**config.mk**
```make
export PLATFORM = sky130hd
export DESIGN_NAME = ssp_tx_fifo
export DESIGN_NICKNAME = d
export VERILOG_FILES = /design/src/rtl/ssp_pkg.sv /design/src/rtl/ssp_fifo_core.sv /design/src/rtl/ssp_tx_fifo.sv
export SDC_FILE = /design/constraint.sdc
export NUM_CORES = 1
export LEC_CHECK = 0
export ABC_AREA = 1
export BUFFER_PORTS_ARGS = -buffer_cell sky130_fd_sc_hd__buf_2
export CORE_UTILIZATION = 50
export CTS_CLUSTER_DIAMETER = 40
export DETAILED_ROUTE_END_ITERATION = 8
export GPL_ROUTABILITY_DRIVEN = 0
export HOLD_SLACK_MARGIN = 0.12
export PLACE_DENSITY_LB_ADDON = 0.2
export SKIP_LAST_GASP = 1
export SYNTH_ARGS = -nofsm -noshare
export SYNTH_HDL_FRONTEND = slang
export SYNTH_SLANG_ARGS = --single-unit
```
**constraint.sdc**
```tcl
create_clock -name PCLK -period 2.75 [get_ports PCLK]
set_input_delay 0.55 -clock PCLK [delete_from_list [all_inputs] [get_ports PCLK]]
set_output_delay 0.55 -clock PCLK [all_outputs]
set_load 0.02 [all_outputs]
```
**src/rtl/ssp_pkg.sv**
```systemverilog
// Shared constants for the synchronous serial port transmit and receive FIFOs.
package ssp_pkg;

   localparam int SSP_WORD_W     = 8;
   localparam int SSP_FIFO_DEPTH = 4;
   localparam int SSP_PTR_W      = $clog2(SSP_FIFO_DEPTH);
   localparam int SSP_CNT_W      = SSP_PTR_W + 1;

endpackage

```
**src/rtl/ssp_fifo_core.sv**
```systemverilog
// Generic FIFO storage with wrap-around pointers and an occupancy count.
// The head word is always visible on rdata, with no read latency.
module ssp_fifo_core
   import ssp_pkg::*;
#(
   parameter int WIDTH = SSP_WORD_W,
   parameter int DEPTH = SSP_FIFO_DEPTH
) (
   input  logic             clk,
   input  logic             rst_n,
   input  logic             push,
   input  logic             pop,
   input  logic [WIDTH-1:0] wdata,
   output logic [WIDTH-1:0] rdata,
   output logic             full,
   output logic             empty
);

   localparam int PTR_W = $clog2(DEPTH);
   localparam int CNT_W = PTR_W + 1;

   logic [WIDTH-1:0] mem [DEPTH];
   logic [PTR_W-1:0] wr_ptr;
   logic [PTR_W-1:0] rd_ptr;
   logic [CNT_W-1:0] count;
   logic             pop_ok;
   logic             push_ok;

   // A pop from a full queue frees the slot that a same-cycle push then takes.
   assign pop_ok  = pop && !empty;
   assign push_ok = push && (!full || pop_ok);

   always_ff @(posedge clk or negedge rst_n) begin
      if (!rst_n) begin
         for (int i = 0; i < DEPTH; i++) begin
            mem[i] <= '0;
         end
         wr_ptr <= '0;
         rd_ptr <= '0;
         count  <= '0;
      end else begin
         if (push_ok) begin
            mem[wr_ptr] <= wdata;
            wr_ptr      <= wr_ptr + 1'b1;
         end
         if (pop_ok) begin
            rd_ptr <= rd_ptr + 1'b1;
         end
         case ({push_ok, pop_ok})
            2'b10:   count <= count + 1'b1;
            2'b01:   count <= count - 1'b1;
            default: count <= count;
         endcase
      end
   end

   assign rdata = mem[rd_ptr];
   assign full  = (count == CNT_W'(DEPTH));
   assign empty = (count == '0);

endmodule

```
**src/rtl/ssp_tx_fifo.sv**
```systemverilog
// SSP transmit FIFO: bus-side push decode, zero-masked head word for the
// serialiser, and a full-queue interrupt to the processor.
module ssp_tx_fifo
   import ssp_pkg::*;
#(
   parameter int WIDTH = SSP_WORD_W,
   parameter int DEPTH = SSP_FIFO_DEPTH
) (
   input  logic             PCLK,
   input  logic             CLEAR_B,
   input  logic             PSEL,
   input  logic             PWRITE,
   input  logic [WIDTH-1:0] PWDATA,
   input  logic             TxNextWord,
   output logic [WIDTH-1:0] TxData,
   output logic             TxValidWord,
   output logic             TxIsEmpty,
   output logic             SSPTXINTR
);

   logic             push;
   logic [WIDTH-1:0] head;
   logic             full;
   logic             empty;

   assign push = PSEL && PWRITE;

   ssp_fifo_core #(
      .WIDTH (WIDTH),
      .DEPTH (DEPTH)
   ) u_core (
      .clk   (PCLK),
      .rst_n (CLEAR_B),
      .push  (push),
      .pop   (TxNextWord),
      .wdata (PWDATA),
      .rdata (head),
      .full  (full),
      .empty (empty)
   );

   // Stale storage must never reach the serialiser when nothing is queued.
   assign TxIsEmpty   = empty;
   assign TxValidWord = !empty;
   assign TxData      = empty ? '0 : head;
   assign SSPTXINTR   = full;

endmodule

```
# After elaboration in Yosys (flattened, before gate mapping)
# Cells that the tools add are included.
[word_totals]
regBits = 39
latchBits = 0
ram_bits = 0
mem_bits_ro = 0
output_inout_bits = 11
elab_cells = 36
mem_count = 0
[classes]
div = 0
addsub = 4
muxes = 8
bitwise = 2
n_lt_le_gt_ge = 3
shifts = 0
n_mul = 0
reduce_logical = 9
n_eq_ne = 3
[op_table]
columns = ["operator", "n"]
rows = [
  ["32-bit bitwise mux", 1],
  ["8-bit 2-to-1 mux", 4],
  ["8-bit binary-select mux with 2-bit select", 1],
  ["8-bit demux with 2-bit select", 1],
  ["3-bit greater-or-equal comparator, second input constant", 2],
  ["2-bit NOT with 3-bit output", 2],
  ["3-bit one-hot mux with 2 select lines", 1],
  ["2-bit by 1-bit adder with 2-bit output, second input constant", 2],
  ["1-bit logical AND", 4],
  ["3-bit by 1-bit adder with 3-bit output, second input constant", 1],
  ["3-bit == test, second input constant", 1],
  ["3-bit logical NOT", 1],
  ["3-bit by 1-bit less-than comparator with 1-bit output, second input constant", 1],
  ["3-bit by 1-bit subtractor with 3-bit output, second input constant", 1],
  ["2-bit by 1-bit == test with 1-bit output, second input constant", 1],
  ["2-bit == test, second input constant", 1],
  ["1-bit logical NOT", 2],
  ["2-bit nonzero test", 1],
  ["1-bit logical OR", 1],
]

# Logic depth before layout (Yosys ltp)
[depth]
depth_word = 7
ltp_mapped = 11
ltp_nobuf = 11

# By module
# Synthesis repeated with hierarchy kept, for this count alone.
[unflattened]
cells_unflattened = 256
area_unflattened_um2 = 2092.0
[modules_own_cells]
columns = ["mod", "cells_each", "area_per_inst_um2", "seq_area_each_um2", "instances"]
rows = [
  ["ssp_fifo_core", 236, 2009.4, 975.9, 1],
  ["ssp_tx_fifo", 20, 82.6, 0.0, 1],
]

# Least setup slack after synthesis
# No wires, ideal clock.
[synth_path]
path_type = "flip-flop to output port"
startpoint = "register u_core.count[0]"
endpoint = "output port TxData[0]"
required_time_ns = 2.200
t_arrival_ns = 1.403
stages_incl_launch_ff = 5
path_buffers = 0
setup_slack_ns = 0.797
cell_sequence = "dfrtp_1 -> nor2_2 -> nand2_1 -> clkinv_1 -> a21oi_1"
[synth_between]
elab_chain_cells = 2
[synth_lines]
columns = ["element", "line", "rtl"]
rows = [
  ["start: declaration", "ssp_fifo_core.sv:25", "logic [CNT_W-1:0] count;"],
  ["start signal: assignment", "ssp_fifo_core.sv:50", "2'b10: count <= count + 1'b1;"],
  ["start signal: assignment", "ssp_fifo_core.sv:51", "2'b01: count <= count - 1'b1;"],
  ["start signal: assignment", "ssp_fifo_core.sv:52", "default: count <= count;"],
  ["3-bit logical NOT", "ssp_fifo_core.sv:59", "assign empty = (count == '0);"],
  ["named net TxIsEmpty", "ssp_tx_fifo.sv:17", "output logic TxIsEmpty,"],
  ["8-bit 2-to-1 mux", "ssp_tx_fifo.sv:45", "assign TxData = empty ? '0 : head;"],
  ["end: declaration", "ssp_tx_fifo.sv:15", "output logic [WIDTH-1:0] TxData,"],
]
# The timed path passes the listed nets, and every way through them passes these cells.

# Worst setup path in the final report
[layout_path]
startpoint = "register u_core.rd_ptr[0]"
endpoint = "output port TxData[0]"
[layout_between]
elab_chain_cells = 5
[layout_lines]
columns = ["element", "line", "rtl"]
rows = [
  ["start: declaration", "ssp_fifo_core.sv:24", "logic [PTR_W-1:0] rd_ptr;"],
  ["start signal: assignment", "ssp_fifo_core.sv:47", "rd_ptr <= rd_ptr + 1'b1;"],
  ["2-bit NOT with 3-bit output (implied by the code)", "ssp_fifo_core.sv:57", "assign rdata = mem[rd_ptr];"],
  ["8-bit binary-select mux with 2-bit select", "ssp_fifo_core.sv:57", ""],
  ["8-bit 2-to-1 mux (implied by the code) (2 in series)", "ssp_fifo_core.sv:57", ""],
  ["8-bit 2-to-1 mux", "ssp_tx_fifo.sv:45", ""],
]
# No other way between the ends. The select of a mux whose other input is x is not followed.

==> results.cfg <==
[global_route]
grt_pass1_vias = 1676
grt_max_degree = 40
grt_pass1_wl_um = 8240
gr-usage-all-layers_pct = 25.6
antenna_found_initial = 0
globalRouteOverflowTotal = 0

[clock_network]
post_cts_buffers = 0
cts.sinks = 39
cts.clk_slew.worst_paths_ps = 80
hold_buffers = 0
post_cts_resize_count = 0
root_buffer = clkbuf_8
cts_tree = done
clk_latency_ps = 300
cts_buffer_depth = 2
cts_buffers = 5
cts_max_level = 2

[synth]
synthesis.nets = 281
synth_compound_area_share_pct = 4.27
syn_area_per_cell_um2 = 8.06
synth_mux_area_share_pct = 0
synth_cell_types = 22
synth-simple-area-share_pct = 35.6
synth_top_family_by_area = simple AND/OR/NAND/NOR gates
synth_area_leaders = dfrtp_1 (46%), nand2_1 (19%), nand4_1 (9.5%)
synthAdderAreaFrac_pct = 3.91
syn-cell-area_um2 = 2110
synth_area_leader_cell = dfrtp_1
ys_seq_elements = 39
synth_top_area_share_pct = 46.2
synthXorXnorAreaFrac_pct = 1.66
postSynthCellCount = 262
seq_area_frac_synth_pct = 46.2
yosys_warnings = 0

[flow_run]
maxCapViolations = 0

[power]
powerDensity_nw_per_um2 = 1180
p_total_uw = 2680
p_leak_uw = 0.00121
max-vdd-ir-drop_mv = 0.540

[timing]
skew_ps = 5.38
slew-limit-headroom_pct = 41.1
timing_worst_slew_pin_value_ps = 884
fin_crit_ps = 2340
finalCritPeriodShare_pct = 85.1
max_freq_mhz = 427
setup_viol = 0
rsz0062_at_grt = no
tns_ps = 0
finalHoldViolations = 0
hold_ws_ps = 352
drv_slew = 0

[critical_path]
cp_top_family = flip-flops
required_ps = 2200
endpoint_kind = output port
crit_fanout = 18
rr_worst_depth = 8
r2r_slack_ps = 920
slowest_stage = dfrtp_1
slowest_delay_ps = 600
worstReg2RegEnd = u_core.count[1]
start_kind = flop
timing.critical_path.mode_cell = nand2_1
critical_path_class = flop to output port
arrival_ps = 1790
reg2reg_from = u_core.count[1]
cp_num_buf_inv = 2
worstPathCellList = inv_2 -> nand2_1 -> nand2_1 -> nand2_1 -> a21oi_1 -> buf_2

[final_layout]
finalNetCount = 298
layout_commonest_cell = nand2_1
final_cell_mix = nand2_1 (108), dfrtp_1 (39), nand4_1 (32)
n_fill_cell = 426
area_growth_pct = 7.29
instances_no_fill = 330
insertedDiodeCount = 0
drive_gt1_share_pct = 13.9
utilization_pct = 56.2

[drt]
wirelength_um = 4950
drt_iter0_markers = 142
dr.pass1.iters = 4
routedWlPerCell_um = 15.0
vias = 1804
drtAntennaViolNets = 0
drc = 0
viasPerCell = 5.47

[floorplan]
dieWidth_um = 67.0
core_um2 = 4030
ios = 24
core.rowCount = 23
initial_utilization_pct = 52.4
dieArea_um2 = 4490
die_y_um = 67.0

[outcome]
status = finished, final reports clean

[placement]
dp_hpwl_um = 3360
dpl.cell_count = 322
io_buffers = 23

[min_path]
min_path_type = primary input to asynchronous set/reset pin
==> metrics by stage <==
| stage | instance area (um2) | setup WS (ps) |
|---|---|---|
| floorplan | 2110 | 797 |
| global placement | 2180 | 711 |
| detailed placement | 2180 | 727 |
| CTS | 2270 | 393 |
| global route | 2270 | 248 |
| finish | 2270 | 409 |
==> synthesized netlist by cell type <==
cell	number
xnor2_1	2
inv_1	11
xor2_1	2
dfrtp_1	39
nand3_1	2
a21oi_1	8
nor2_2	1
nand2_1	108
buf_6	6
fa_1	1
nand3_2	4
buf_2	6
nand3b_1	1
nand4_1	32
nand3_4	1
nor2_1	16
ha_1	5
buf_4	4
o21ai_0	10
nor3_1	1
inv_2	1
clkinv_1	1
==> state kept, by name, indices dropped and copies added (netlist names) <==
signal / flops
u_core.count: 3
u_core.mem: 32
u_core.rd_ptr: 2
u_core.wr_ptr: 2
==> per-layer routing <==
layer	wire (um)	track usage, %	up-vias
met5	0	0	-
met4	137	10.9	0
li1	-	-	891
met3	177	5.65	13
met1	2150	32.9	857
met2	2490	41.0	43
==> cell type report <==
cell class	instances	area, um2	share of cell area (%)
repair buffers	26	138	6.07
clock inverters	1	5.00	0.221
multi-input cells	194	960	42.4
inverters	13	48.8	2.15
well taps	50	62.6	2.76
clock buffers	7	76.3	3.37
flip-flops and latches	39	976	43.1
==> worst max path at each step <==
stage                          start         to  slack [ps]  cells after the start
global route        u_core.rd_ptr[0]  TxData[7]         250                      4
finish              u_core.rd_ptr[0]  TxData[0]         410                      6
CTS                 u_core.rd_ptr[0]  TxData[0]         390                      6
global placement    u_core.rd_ptr[0]  TxData[5]         710                      6
detailed placement  u_core.rd_ptr[0]  TxData[0]         730                      6
floorplan            u_core.count[0]  TxData[0]         800                      4
==> where the power goes <==
group | internal, uW | switching, uW
clock network | 178 | 207
logic | 429 | 809
registers | 844 | 217
==> cell families after synthesis <==
family	count (synthesis)
AO/OA/AOI/OAI	18
XOR/XNOR	4
adder cells (fa/ha/maj)	6
buffers and inverters	29
flip-flops	39
AND/OR/NAND/NOR	166
Note: power is estimated with default switching activity, not from simulation.
